File: src/rtl/regfile_wb_arbiter_pkg.sv
// Shared c16 register-file types: widths, register address, and the write-back request
// that the arbiter queues and drives onto the register file write port.
package regfile_wb_arbiter_pkg;

    localparam int DATA_W   = 16;
    localparam int RADDR_W  = 3;
    localparam int NUM_REGS = 2 ** RADDR_W;

    typedef logic [RADDR_W-1:0]  reg_addr_t;
    typedef logic [DATA_W-1:0]   reg_data_t;
    typedef logic [NUM_REGS-1:0] reg_mask_t;

    typedef struct packed {
        reg_addr_t addr;
        reg_data_t value;
    } wb_req_t;

    // One-hot mask selecting a single register, used to set/clear scoreboard bits.
    function automatic reg_mask_t reg_bit(input reg_addr_t a);
        reg_mask_t m;
        m    = '0;
        m[a] = 1'b1;
        return m;
    endfunction

endpackage

File: src/rtl/regfile_wb_arbiter_if.sv
// Bus between the executor/load-MUL unit/decoder and the register-file write-back arbiter.
// The master drives requests and decode addresses; the slave (the arbiter) answers.
interface regfile_wb_arbiter_if #(
    parameter int QDEPTH = 2
);
    import regfile_wb_arbiter_pkg::*;

    localparam int CNT_W = $clog2(QDEPTH) + 1;

    // Executor write: fire-and-forget, always taken in the cycle ex_valid is high.
    logic      ex_valid;
    reg_addr_t ex_dest;
    reg_data_t ex_value;

    // Decode issue of a multi-cycle op marks its destination pending.
    logic      un_issue;
    reg_addr_t un_issue_dest;

    // Unit result handshake: a transfer happens on a rising clk edge where un_valid and
    // un_ready are both high. un_ready depends only on queue occupancy, never on un_valid,
    // and the unit must hold dest/value stable while un_valid is high without un_ready.
    logic      un_valid;
    logic      un_ready;
    reg_addr_t un_dest;
    reg_data_t un_value;

    reg_addr_t dec_ra;
    reg_addr_t dec_rb;
    reg_addr_t dec_rd;
    logic      dec_uses_rb;

    logic             stall;
    logic             ex_hold;
    logic             wr_enable;
    reg_addr_t        wr_addr;
    reg_data_t        wr_value;
    reg_mask_t        pending;
    logic [CNT_W-1:0] q_count;

    modport master (
        output ex_valid, ex_dest, ex_value,
        output un_issue, un_issue_dest,
        output un_valid, un_dest, un_value,
        output dec_ra, dec_rb, dec_rd, dec_uses_rb,
        input  un_ready, stall, ex_hold,
        input  wr_enable, wr_addr, wr_value, pending, q_count
    );

    modport slave (
        input  ex_valid, ex_dest, ex_value,
        input  un_issue, un_issue_dest,
        input  un_valid, un_dest, un_value,
        input  dec_ra, dec_rb, dec_rd, dec_uses_rb,
        output un_ready, stall, ex_hold,
        output wr_enable, wr_addr, wr_value, pending, q_count
    );

endinterface

File: src/rtl/regfile_wb_arbiter_wb_fifo.sv
// Small circular queue of pending unit write-backs; DEPTH must be a power of two >= 2
// so the pointers wrap by plain overflow.
module wb_fifo
    import regfile_wb_arbiter_pkg::*;
#(
    parameter int DEPTH = 2
) (
    input  logic                   clk,
    input  logic                   reset,
    input  logic                   i_push,
    input  wb_req_t                i_data,
    input  logic                   i_pop,
    output wb_req_t                o_head,
    output logic                   o_full,
    output logic                   o_empty,
    output logic [$clog2(DEPTH):0] o_count
);

    localparam int PTR_W = $clog2(DEPTH);

    wb_req_t          r_mem [DEPTH];
    logic [PTR_W-1:0] r_wr_ptr;
    logic [PTR_W-1:0] r_rd_ptr;
    logic [PTR_W:0]   r_count;

    logic w_do_push;
    logic w_do_pop;

    assign o_full    = (r_count == (PTR_W+1)'(DEPTH));
    assign o_empty   = (r_count == '0);
    assign o_count   = r_count;
    assign o_head    = r_mem[r_rd_ptr];
    assign w_do_push = i_push & ~o_full;
    assign w_do_pop  = i_pop & ~o_empty;

    // Storage needs no reset: only slots between the pointers are ever read.
    always_ff @(posedge clk) begin
        if (w_do_push) begin
            r_mem[r_wr_ptr] <= i_data;
        end
    end

    always_ff @(posedge clk or posedge reset) begin
        if (reset) begin
            r_wr_ptr <= '0;
            r_rd_ptr <= '0;
            r_count  <= '0;
        end else begin
            if (w_do_push) begin
                r_wr_ptr <= r_wr_ptr + 1'b1;
            end
            if (w_do_pop) begin
                r_rd_ptr <= r_rd_ptr + 1'b1;
            end
            case ({w_do_push, w_do_pop})
                2'b10:   r_count <= r_count + 1'b1;
                2'b01:   r_count <= r_count - 1'b1;
                default: r_count <= r_count;
            endcase
        end
    end

endmodule

File: src/rtl/regfile_wb_arbiter.sv
// Single register-file write port shared by the executor (always wins) and the load/MUL unit
// (queued); also tracks outstanding unit destinations and stalls decode on hazards against them.
module regfile_wb_arbiter
    import regfile_wb_arbiter_pkg::*;
#(
    parameter int QDEPTH     = 2,
    parameter int STARVE_MAX = 4
) (
    input  logic                 clk,
    input  logic                 reset,
    regfile_wb_arbiter_if.slave  bus
);

    localparam int CNT_W    = $clog2(QDEPTH) + 1;
    localparam int STARVE_W = $clog2(STARVE_MAX + 1);

    wb_req_t          w_push_req;
    wb_req_t          w_head;
    logic             w_full;
    logic             w_empty;
    logic [CNT_W-1:0] w_count;
    logic             w_push;
    logic             w_pop;
    reg_mask_t        w_pending_nxt;
    logic             w_stall;

    logic                r_wr_enable;
    reg_addr_t           r_wr_addr;
    reg_data_t           r_wr_value;
    reg_mask_t           r_pending;
    logic [STARVE_W-1:0] r_starve;
    logic                r_ex_hold;

    // A unit result accepted this edge is not visible at the head until next cycle,
    // which gives the two-cycle accept-to-write latency.
    assign w_push_req.addr  = bus.un_dest;
    assign w_push_req.value = bus.un_value;
    assign w_push           = bus.un_valid & ~w_full;
    assign w_pop            = ~bus.ex_valid & ~w_empty;

    wb_fifo #(
        .DEPTH (QDEPTH)
    ) u_wb_fifo (
        .clk     (clk),
        .reset   (reset),
        .i_push  (w_push),
        .i_data  (w_push_req),
        .i_pop   (w_pop),
        .o_head  (w_head),
        .o_full  (w_full),
        .o_empty (w_empty),
        .o_count (w_count)
    );

    always_ff @(posedge clk or posedge reset) begin
        if (reset) begin
            r_wr_enable <= 1'b0;
            r_wr_addr   <= '0;
            r_wr_value  <= '0;
        end else begin
            r_wr_enable <= bus.ex_valid | ~w_empty;
            if (bus.ex_valid) begin
                r_wr_addr  <= bus.ex_dest;
                r_wr_value <= bus.ex_value;
            end else if (~w_empty) begin
                r_wr_addr  <= w_head.addr;
                r_wr_value <= w_head.value;
            end
        end
    end

    // A new issue to the register being retired keeps it pending: the set is applied last.
    always_comb begin
        w_pending_nxt = r_pending;
        if (w_pop) begin
            w_pending_nxt = w_pending_nxt & ~reg_bit(w_head.addr);
        end
        if (bus.un_issue) begin
            w_pending_nxt = w_pending_nxt | reg_bit(bus.un_issue_dest);
        end
    end

    always_ff @(posedge clk or posedge reset) begin
        if (reset) begin
            r_pending <= '0;
        end else begin
            r_pending <= w_pending_nxt;
        end
    end

    // Non-empty without a pop can only mean the executor took the port this cycle.
    always_ff @(posedge clk or posedge reset) begin
        if (reset) begin
            r_starve  <= '0;
            r_ex_hold <= 1'b0;
        end else begin
            if (w_empty || w_pop) begin
                r_starve <= '0;
            end else if (r_starve != STARVE_W'(STARVE_MAX)) begin
                r_starve <= r_starve + 1'b1;
            end
            r_ex_hold <= (r_starve >= STARVE_W'(STARVE_MAX));
        end
    end

    always_comb begin
        w_stall = r_pending[bus.dec_ra]
                | (bus.dec_uses_rb & r_pending[bus.dec_rb])
                | r_pending[bus.dec_rd]
                | (bus.un_issue & w_full);
    end

    assign bus.un_ready  = ~w_full;
    assign bus.stall     = w_stall;
    assign bus.ex_hold   = r_ex_hold;
    assign bus.wr_enable = r_wr_enable;
    assign bus.wr_addr   = r_wr_addr;
    assign bus.wr_value  = r_wr_value;
    assign bus.pending   = r_pending;
    assign bus.q_count   = w_count;

endmodule

File: src/flat_wrapper.sv
// flat-port wrapper written by rule: the top's interface ports become plain ports
module regfile_wb_arbiter_flat import regfile_wb_arbiter_pkg::*;
#(
    parameter int QDEPTH     = 2,
    parameter int STARVE_MAX = 4
)
  (clk, reset, bus_ex_valid, bus_ex_dest, bus_ex_value, bus_un_issue, bus_un_issue_dest, bus_un_valid, bus_un_dest, bus_un_value, bus_dec_ra, bus_dec_rb, bus_dec_rd, bus_dec_uses_rb, bus_un_ready, bus_stall, bus_ex_hold, bus_wr_enable, bus_wr_addr, bus_wr_value, bus_pending, bus_q_count);
  regfile_wb_arbiter_if #(.QDEPTH(QDEPTH)) bus_i ();
  input  logic clk;
  input  logic reset;
  input wire logic [$bits(bus_i.ex_valid)-1:0] bus_ex_valid;
  input wire logic [$bits(bus_i.ex_dest)-1:0] bus_ex_dest;
  input wire logic [$bits(bus_i.ex_value)-1:0] bus_ex_value;
  input wire logic [$bits(bus_i.un_issue)-1:0] bus_un_issue;
  input wire logic [$bits(bus_i.un_issue_dest)-1:0] bus_un_issue_dest;
  input wire logic [$bits(bus_i.un_valid)-1:0] bus_un_valid;
  input wire logic [$bits(bus_i.un_dest)-1:0] bus_un_dest;
  input wire logic [$bits(bus_i.un_value)-1:0] bus_un_value;
  input wire logic [$bits(bus_i.dec_ra)-1:0] bus_dec_ra;
  input wire logic [$bits(bus_i.dec_rb)-1:0] bus_dec_rb;
  input wire logic [$bits(bus_i.dec_rd)-1:0] bus_dec_rd;
  input wire logic [$bits(bus_i.dec_uses_rb)-1:0] bus_dec_uses_rb;
  output wire logic [$bits(bus_i.un_ready)-1:0] bus_un_ready;
  output wire logic [$bits(bus_i.stall)-1:0] bus_stall;
  output wire logic [$bits(bus_i.ex_hold)-1:0] bus_ex_hold;
  output wire logic [$bits(bus_i.wr_enable)-1:0] bus_wr_enable;
  output wire logic [$bits(bus_i.wr_addr)-1:0] bus_wr_addr;
  output wire logic [$bits(bus_i.wr_value)-1:0] bus_wr_value;
  output wire logic [$bits(bus_i.pending)-1:0] bus_pending;
  output wire logic [$bits(bus_i.q_count)-1:0] bus_q_count;
  assign bus_i.ex_valid = bus_ex_valid;
  assign bus_i.ex_dest = bus_ex_dest;
  assign bus_i.ex_value = bus_ex_value;
  assign bus_i.un_issue = bus_un_issue;
  assign bus_i.un_issue_dest = bus_un_issue_dest;
  assign bus_i.un_valid = bus_un_valid;
  assign bus_i.un_dest = bus_un_dest;
  assign bus_i.un_value = bus_un_value;
  assign bus_i.dec_ra = bus_dec_ra;
  assign bus_i.dec_rb = bus_dec_rb;
  assign bus_i.dec_rd = bus_dec_rd;
  assign bus_i.dec_uses_rb = bus_dec_uses_rb;
  assign bus_un_ready = bus_i.un_ready;
  assign bus_stall = bus_i.stall;
  assign bus_ex_hold = bus_i.ex_hold;
  assign bus_wr_enable = bus_i.wr_enable;
  assign bus_wr_addr = bus_i.wr_addr;
  assign bus_wr_value = bus_i.wr_value;
  assign bus_pending = bus_i.pending;
  assign bus_q_count = bus_i.q_count;
  regfile_wb_arbiter #(.QDEPTH(QDEPTH), .STARVE_MAX(STARVE_MAX)) u_core (.clk(clk), .reset(reset), .bus(bus_i));
endmodule
File: config.mk
export PLATFORM = sky130hd
export DESIGN_NAME = regfile_wb_arbiter_flat
export DESIGN_NICKNAME = d
export VERILOG_FILES = /design/src/rtl/regfile_wb_arbiter_pkg.sv /design/src/rtl/regfile_wb_arbiter_if.sv /design/src/rtl/regfile_wb_arbiter_wb_fifo.sv /design/src/rtl/regfile_wb_arbiter.sv /design/src/flat_wrapper.sv
export SDC_FILE = /design/constraint.sdc
export NUM_CORES = 1
export LEC_CHECK = 0
export CAP_MARGIN = 30
export CORE_MARGIN = 8
export CORE_UTILIZATION = 48
export CTS_BUF_LIST = sky130_fd_sc_hd__clkbuf_4 sky130_fd_sc_hd__clkbuf_8 sky130_fd_sc_hd__clkbuf_16
export DETAILED_ROUTE_END_ITERATION = 16
export GPL_TIMING_DRIVEN = 0
export PLACE_DENSITY = 0.83
export SLEW_MARGIN = 20
export SYNTH_ARGS = -nofsm -noshare
export SYNTH_HDL_FRONTEND = slang
export SYNTH_HIERARCHICAL = 1
export SYNTH_SLANG_ARGS = --single-unit
File: constraint.sdc
create_clock -name clk -period 2.72 [get_ports clk]
set_input_delay 0.408 -clock clk [delete_from_list [all_inputs] [get_ports clk]]
set_output_delay 0.408 -clock clk [all_outputs]
set_load 0.01 [all_outputs]
==> After elaboration in Yosys (flattened, before gate mapping) <==
Memory sizes are Yosys's and may differ from the RTL's.
Index checks and enable logic that the tools add are counted.
W data, S select, Z words.
{ "totals": {"output_inout_bits": 33, "reg_bits": 36, "ramBits": 38, "elab_cells": 71, "memories": 1, "in_bits": 56} }
{ "classes": {"mux": 21, "reduce_logical": 6, "magnitude_cmp": 8, "bitwise_logic": 16, "addsub": 5, "n_eq_ne": 5} }
{ "memory_table": {"columns": ["memory", "words", "word_bits", "read_ports", "rd_ports_with_merged_regs", "write_ports", "line", "text"], "rows": [
  ["u_core.u_wb_fifo.r_mem", 2, 19, 1, 0, 1, "regfile_wb_arbiter_wb_fifo.sv:21", "wb_req_t r_mem [DEPTH];"]
]} }
{ "op_table": {"columns": ["op", "count"], "rows": [
  ["$mux W16", 2],
  ["$lt A3 B4 Y1 const B", 5],
  ["$mux W8", 2],
  ["$mux W3", 4],
  ["$bmux W1 S3", 3],
  ["$and A8 B8 Y8", 1],
  ["$not A8 Y8", 1],
  ["$or A8 B8 Y8", 1],
  ["$mux W1", 7],
  ["$and A1 B1 Y1", 6],
  ["$demux W1 S3", 2],
  ["$ge A3 B1 Y1 const B", 2],
  ["$eq A2 B2 Y1 const B", 2],
  ["$or A1 B1 Y1", 4],
  ["$pmux W2 S2", 1],
  ["$reduce_bool A2 Y1", 2],
  ["$add A3 B1 Y3 const B", 1],
  ["$ge A3 B3 Y1 const B", 1],
  ["$ne A3 B3 Y1 const B", 1],
  ["$not A1 Y1", 3],
  ["$add A1 B1 Y1 const B", 2],
  ["$add A2 B1 Y2 const B", 1],
  ["$eq A2 B1 Y1 const B", 1],
  ["$logic_and A1 B1 Y1", 2],
  ["other kinds (4)", 4]
]} }

==> Depth between registers and ports, before layout <==
Gate-level depths: netlist (run 1).
An unclocked memory read counts as a cell.
{ "depth": {"ltp_word": 10, "ltp_mapped": 9, "mapped_depth_nobuf": 8} }

==> By module <==
Netlist (run 1), hierarchy kept.
{ "modules_own_cells": {"columns": ["module", "cells_each", "area_each_um2", "n_inst"], "rows": [
  ["regfile_wb_arbiter", 158, 1675.4, 1],
  ["wb_fifo", 78, 1572.8, 1]
]} }

==> Worst setup path after synthesis (run 1) <==
No wires, ideal clock.
{ "synth_timing": {"path_kind": "reg2reg", "startpoint": "register u_core.u_wb_fifo.r_count[0], in the netlist u_core/u_wb_fifo/o_count[0]", "endpoint": "memory u_core/u_wb_fifo/r_mem[0][0] (netlist name), enable pin", "n_path_buf": 0, "setup_slack_ns": 0.581, "stages_incl_launch_ff": 6, "period_less_slack_ns": 2.139, "arrival_ns": 1.744, "path_cell_list": "dfrtp_1 > nand2b_1 > inv_1 > nor2b_1 > nand2_2 > nor2_1"} }
{ "synth_between": {"elab_chain_cells": 6} }
{ "synth_lines": {"columns": ["item", "line", "text"], "rows": [
  ["start: declaration", "regfile_wb_arbiter_wb_fifo.sv:24", "logic [PTR_W:0] r_count;"],
  ["start signal: assignment", "regfile_wb_arbiter_wb_fifo.sv:56", "2'b10: r_count <= r_count + 1'b1;"],
  ["start signal: assignment", "regfile_wb_arbiter_wb_fifo.sv:57", "2'b01: r_count <= r_count - 1'b1;"],
  ["start signal: assignment", "regfile_wb_arbiter_wb_fifo.sv:58", "default: r_count <= r_count;"],
  ["$eq A2 B2 Y1", "regfile_wb_arbiter_wb_fifo.sv:29", "assign o_full = (r_count == (PTR_W+1)'(DEPTH));"],
  ["net u_core.w_full", "regfile_wb_arbiter.sv:19", "logic w_full;"],
  ["$not A1 Y1", "regfile_wb_arbiter.sv:38", "assign w_push = bus.un_valid & ~w_full;"],
  ["$and A1 B1 Y1", "regfile_wb_arbiter.sv:38", null],
  ["net u_core.w_push", "regfile_wb_arbiter.sv:22", "logic w_push;"],
  ["$and A1 B1 Y1", "regfile_wb_arbiter_wb_fifo.sv:33", "assign w_do_push = i_push & ~o_full;"],
  ["$mux W1", "regfile_wb_arbiter_wb_fifo.sv:38", "if (w_do_push) begin"],
  ["$mux W1 (implied by the code)", "regfile_wb_arbiter_wb_fifo.sv:39", "r_mem[r_wr_ptr] <= i_data;"],
  ["end: declaration", "regfile_wb_arbiter_wb_fifo.sv:21", null]
]} }
The timed path passes the listed nets, and every way through them passes these cells.

==> Worst setup path after layout (run 1) <==
{ "layout_timing": {"startpoint": "input port bus_dec_rb[0]", "endpoint": "output port bus_stall"} }
{ "layout_between": {"elab_chain_cells": 6} }
{ "layout_lines": {"columns": ["item", "line", "text"], "rows": [
  ["start: declaration", "flat_wrapper.sv:20", "input wire logic [$bits(bus_i.dec_rb)-1:0] bus_dec_rb;"],
  ["$bmux W1 S3", "regfile_wb_arbiter.sv:108", "| (bus.dec_uses_rb & r_pending[bus.dec_rb])"],
  ["$mux W1 (implied by the code)", "regfile_wb_arbiter.sv:108", null],
  ["$and A1 B1 Y1", "regfile_wb_arbiter.sv:108", null],
  ["$or A1 B1 Y1", "regfile_wb_arbiter.sv:108", null],
  ["$or A1 B1 Y1", "regfile_wb_arbiter.sv:109", "| r_pending[bus.dec_rd]"],
  ["$or A1 B1 Y1", "regfile_wb_arbiter.sv:110", "| (bus.un_issue & w_full);"],
  ["end: declaration", "flat_wrapper.sv:24", "output wire logic [$bits(bus_i.stall)-1:0] bus_stall;"]
]} }
Every way passes these cells. The select of a mux whose other input is x is not followed.

==> out/metrics.cfg, run 1 <==
[sta]
fin_skew_ns=0.008489
setup_viol=0
fmax_mhz=424.2
slew_headroom=0.5298
worst_slew_pin_slew_ns=0.7043
post-route-min-period_ns=2.357
final.period_utilization=0.8666
rsz0062_at_grt=false
worst_slack_ns=0.3628
finalHoldViolations=0
slew_violations=0

[critical_path]
arrival_ns=1.95
crit_type=input port to primary output
endpoint_kind=primary output
required_ns=2.31
path_max_fanout=2
start_kind=input port

[finish]
nFillCells=482
area_growth_pct=35.98
mostFrequentLayoutCell=clkdlybuf4s50_1
multi_input_area_um2=1116
drive_gt1_frac=0.08504
layout_common_cells=86 x clkdlybuf4s50_1, 38 x edfxtp_1, 36 x dfrtp_1, 31 x o21ai_0, 26 x nand2_1
diodes=0
nets=395
regArea_um2=2042

[grt]
grt_pass1_vias=2455
grt_pass1_wl_um=12220
overflow=0
antenna_found_initial=0
gr-usage-all-layers=0.1599
grt_max_degree=33

[logic_synthesis]
yosys.area_share.xor_xnor=0.01618
synth-seq-area-share=0.6287
synth_top_family_by_area=multiplexers
synth_compound_area_frac=0.05971
yosysTopAreaCellShare=0.3513
synth_area_leaders=edfxtp_1 35%, dfrtp_1 28%, mux2i_1 6.8%
yosys.cell_types.count=30
synthMuxAreaShare=0.1822
ys_ff_latch=74
netlist_instances=236
syn_area_um2=3248
syn_nets=295
synth_top_cell_by_area=edfxtp_1
synth_fa_ha_area_frac=0.01156
avgSynthCellArea_um2=13.76
synth-simple-area-share=0.07319
synth_warnings=6

[floorplan]
start_util=0.4861
die_x_um=98.26
core_um2=6681
fp.dieH_um=98.26
rows=30
ios=89
die_area_um2=9655

[cts]
cts_buffer_depth=2
h-tree-depth=3
cts-root-buf=clkbuf_8
post_cts.repair.setup_buffers=0
worstSkewPairLatency_ns=0.33
clk_pin_slew_ns=0.08
clock-sinks=74
numCtsBuffers=9
cts_tree=yes
cts_hold_buf=0

[power]
power_frac_clock=0.174
leakage_nw=1.713
sw_frac_of_total=0.3304
peakVddDrop_mv=0.5857
power.density_nw_per_um2=933.2
p_int_mw=2.760
seqPwrFrac=0.423
pwr-share-comb=0.404
p_total_mw=4.122
p_switching_mw=1.362

[route]
drtAntennaViolNets=0
drc=0
wl_per_cell_um=17.81
vias=2242
drt_iter0_drc=103
drt-total-wl_um=7497
viasPerCell=5.325
firstDrtPassIters=4

[place]
place.detailed.hpwl_um=5459
dp_worst_setup_slack_ns=0.02213
finalWeightedCongestion=0.8220
port_buffers=87

[run]
drv_cap=0

[outcome]
status=completed

[min_path]
hold_path.class=input port to async pin

[synthesized netlist by cell type]
master / count
buf_6: 1
buf_4: 3
or3_1: 1
or3b_1: 1
mux2_1: 19
xor2_1: 2
and3_1: 1
o2111ai_1: 1
buf_2: 2
nand2b_1: 8
or4_4: 1
nor3_1: 1
o21ai_0: 31
nor2_1: 7
nand2_1: 26
o21ai_1: 2
nor2b_1: 1
dfrtp_1: 36
mux2i_1: 22
edfxtp_1: 38
nand3_1: 1
nand2_2: 1
a21oi_1: 1
inv_1: 8
xnor2_1: 4
clkbuf_1: 5
mux4_1: 6
ha_1: 3
nor2b_2: 1
o31ai_1: 2
[final timing paths]
path	from	end	slack, ns	cells past startpoint
min in group clk	bus_ex_valid	u_core/r_starve[1]	0.39	3
max reg2reg	u_core/u_wb_fifo/o_count[0]	u_core/u_wb_fifo/o_count[1]	0.59	8
min	reset	u_core/u_wb_fifo/o_count[1]	0.31	2
min reg2reg	u_core/u_wb_fifo/r_wr_ptr	u_core/u_wb_fifo/r_wr_ptr	0.51	1
max	bus_dec_rb[0]	bus_stall	0.36	5
max in group asynchronous	reset	u_core/bus.wr_value[9]	1.71	2
[power groups by stage]
stage / clock, mW / combinational [mW] / sequential (mW)
after global routing: 0.780 / 1.81 / 1.79
after floorplan: 0 / 0.879 / 1.79
final: 0.715 / 1.66 / 1.74
after CTS: 0.730 / 1.66 / 1.75
after global placement: 0 / 1.59 / 1.75
after detailed placement: 0 / 1.65 / 1.77
[worst max-delay path, stage by stage]
cell and delay, ns:
clkdlybuf4s50_1 0.51, mux4_1 0.56, mux2i_1 0.17, o2111ai_1 0.12
dlymetal6s2s_1 0.19
[per-stage QoR]
step           hold WS, ns    util  std cells  TNS, ns  instance area [um^2]
3_3_place_gp        0.4743  0.6315        403   -3.230                  4219
4_1_cts             0.3028  0.6584        420        0                  4399
3_5_place_dp        0.5049  0.6335        404        0                  4233
5_1_grt             0.3121  0.6610        421        0                  4417
2_1_floorplan       0.1741       -        236        0                  3248
6_report            0.3149  0.6610        421        0                  4417
[cell type report]
type                    instances  area share
plain buffers                  11     0.01416
clock buffers                  10     0.02975
clock inverters                 6    0.007932
inverters                       8    0.006799
multi-input cells             143      0.2527
flip-flops and latches         74      0.4623
well taps                      80     0.02266
repair buffers                 89      0.2037
[flip-flops by register name, summed over array words and instances (netlist names)]
| register | cells |
|---|---|
| u_core/u_wb_fifo/r_mem | 38 |
| u_core/bus.wr_value | 16 |
| u_core/bus.pending | 8 |
| u_core/bus.wr_addr | 3 |
| u_core/r_starve | 3 |
| u_core/u_wb_fifo/o_count | 2 |
| u_core/bus.ex_hold | 1 |
| u_core/bus.wr_enable | 1 |
| u_core/u_wb_fifo/r_rd_ptr | 1 |
| u_core/u_wb_fifo/r_wr_ptr | 1 |
[layer usage]
metal,part of all wire,track usage,up-vias
li1,-,-,1053
met1,0.44,0.1869,1096
met2,0.48,0.2692,87
met3,0.079,0.06188,6
met4,0.0052,0.04014,0
met5,0,0,-
[cell families after synthesis]
group / Yosys count
adders and majority gates: 3
muxes: 47
DFF: 74
xor gates and xnor gates: 6
buffers and inverters: 19
and+or+nand+nor: 50
AOI/OAI and AO/OA: 37
[timing repair]
| item | 4_1_cts | 5_1_grt |
|---|---|---|
| gates resized for setup | 0 | 1 |
| setup endpoints to repair | 0 | 1 |
| endpoints found under the hold margin | 0 | 0 |
Note: power is estimated with default switching activity, not from simulation.
==> run 2, diff against run 1 <==
CORE_MARGIN = 5   (was 8)
==> run 2 against run 1 <==
Power increased by 4.2%. Final cell count unchanged. Routed wire length decreased by 3.0%. Critical path depth unchanged. Maximum frequency decreased by 5.5%. Global-route usage increased by 2.1 points. Clock power increased by 24%. Clock-buffer cell count decreased by 1. Register-to-register slack improved by 0.04 ns. Highest routed layer unchanged.
==> out/metrics.cfg, run 2 (synthesis gave the netlist of run 1 again) <==
[outcome]
status=completed

[finish]
nFillCells=481
drive_gt1_frac=0.08211
final_cell_area_um2=4458
largest_reg_flops=38
nets=395
diodes=0
layout_common_cells=86 x clkdlybuf4s50_1, 38 x edfxtp_1, 36 x dfrtp_1, 31 x o21ai_0, 26 x nand2_1
largest-register=u_core/u_wb_fifo/r_mem
stdcell_count=421
area_growth_pct=37.25
mostFrequentLayoutCell=clkdlybuf4s50_1

[route]
vias=2243
drt-total-wl_um=7269
wl_per_cell_um=17.27
drt_iter0_drc=108
drtAntennaViolNets=0
firstDrtPassIters=4
drc=0
viasPerCell=5.328

[power]
sw_frac_of_total=0.3170
power_frac_clock=0.207
p_total_mw=4.294
seqPwrFrac=0.406
p_int_mw=2.933
power.density_nw_per_um2=963.3
p_switching_mw=1.361
peakVddDrop_mv=0.7238
pwr-share-comb=0.387
leakage_nw=1.736

[run]
drv_cap=0

[sta]
setup_viol=0
worst_slew_pin_slew_ns=0.7117
fin_skew_ns=0.005434
finalHoldViolations=0
rsz0062_at_grt=false
final.period_utilization=0.9166
slew_headroom=0.5248
fmax_mhz=401.1
slew_violations=0
post-route-min-period_ns=2.493

[cts]
cts_hold_buf=0
numCtsBuffers=9
ctsResizeCount=1
clock-sinks=74
cts_tree=yes
cts-root-buf=clkbuf_8
worstSkewPairLatency_ns=0.34
clk_pin_slew_ns=0.07
cts_buffer_depth=2
h-tree-depth=3
post_cts.repair.setup_buffers=0

[floorplan]
die_area_um2=8512
rows=30
start_util=0.4861
fp.dieH_um=92.26
ios=89
core_um2=6681
die_x_um=92.26

[place]
dp_cells=404
place_area_um2=4237
place.detailed.hpwl_um=5245
port_buffers=87
finalWeightedCongestion=0.7634

[critical_path]
critPathSlowestCell=mux4_1
path_max_fanout=2
regToRegSetupSlack_ns=0.63
worstPathCellList=clkdlybuf4s50_1 -> mux4_1 -> mux2i_1 -> o2111ai_1 -> dlygate4sd2_1
crit_type=input port to primary output
cp_slowest_stage_delay_ns=0.56
endpoint_kind=primary output
required_ns=2.31
start_kind=input port
arrival_ns=2.09

[grt]
antenna_found_initial=0
grt_pass1_wl_um=11850
gr-usage-all-layers=0.1813
grt_max_degree=33
overflow=0
grt_pass1_vias=2444

[min_path]
hold_path.class=input port to async pin

-- run 2: cell types whose count changed in the layout (fill, tap and decap cells not counted), sizes merged --
cell and change:
clkinvlp -2, clkinv +1, bufinv +2, dlygate4sd2 +1, clkbuf -1, dlymetal6s2s -1
-- run 2: final timing paths --
path | cells after the start | start | endpoint
max in group asynchronous | 2 | reset | u_core/bus.wr_value[11]
min | 2 | reset | u_core/u_wb_fifo/r_rd_ptr
max reg2reg | 8 | u_core/u_wb_fifo/o_count[0] | u_core/u_wb_fifo/o_count[1]
min reg2reg | 1 | u_core/u_wb_fifo/r_wr_ptr | u_core/u_wb_fifo/r_wr_ptr
min in group clk | 3 | bus_ex_valid | u_core/r_starve[1]
max | 5 | bus_dec_ra[0] | bus_stall
-- run 2: metal layers --
layer  track usage  wire [um]  vias to the layer above
met5             0          0                        -
met4       0.06683        122                        0
met3       0.05578        689                       11
met2        0.3084       3586                      108
met1        0.2165       2870                     1069
li1              -          -                     1055
-- run 2: power groups by stage --
stage | Sequential (mW) | Clock [mW] | Combinational (mW)
final | 1.74 | 0.889 | 1.66
after global routing | 1.78 | 0.954 | 1.80
after CTS | 1.75 | 0.902 | 1.66
after detailed placement | 1.77 | 0 | 1.65
after global placement | 1.75 | 0 | 1.59
after floorplan | 1.79 | 0 | 0.879
-- run 2: area by class of cell --
class,instances,area (um^2),area share
Clock inverter,7,83.83,0.01880
Clock buffer,9,123.9,0.02779
Inverter,8,30.03,0.006736
Sequential cell,74,2042,0.4580
Tap cell,80,100.1,0.02245
Buffer,11,62.56,0.01403
Multi-Input combinational cell,143,1116,0.2504
Timing Repair Buffer,89,899.6,0.2018
-- run 2: metrics by stage --
stage | worst slack (ns) | TNS (ns) | hold WS (ns) | utilization
3_3_place_gp | -0.1585 | -2.992 | 0.4776 | 0.6315
2_1_floorplan | 0.5811 | 0 | 0.1741 | -
3_5_place_dp | 0.003180 | 0 | 0.4991 | 0.6341
6_report | 0.2267 | 0 | 0.2996 | 0.6672
5_1_grt | 0.1387 | 0 | 0.3164 | 0.6672
4_1_cts | 0.1983 | 0 | 0.2951 | 0.6650
-- run 2: critical path, delay by kind of cell --
| family | cells | cell delay, ns |
|---|---|---|
| AO/OA/AOI/OAI | 1 | 0.12 |
| buffers and inverters | 2 | 0.81 |
| multiplexers | 2 | 0.75 |
==> run 3, diff against run 2 <==
CTS_CLUSTER_SIZE = 12   (was default)
==> results of run 3 <==
Same layout as run 2: the final DEF is identical, and so are final timing and power.
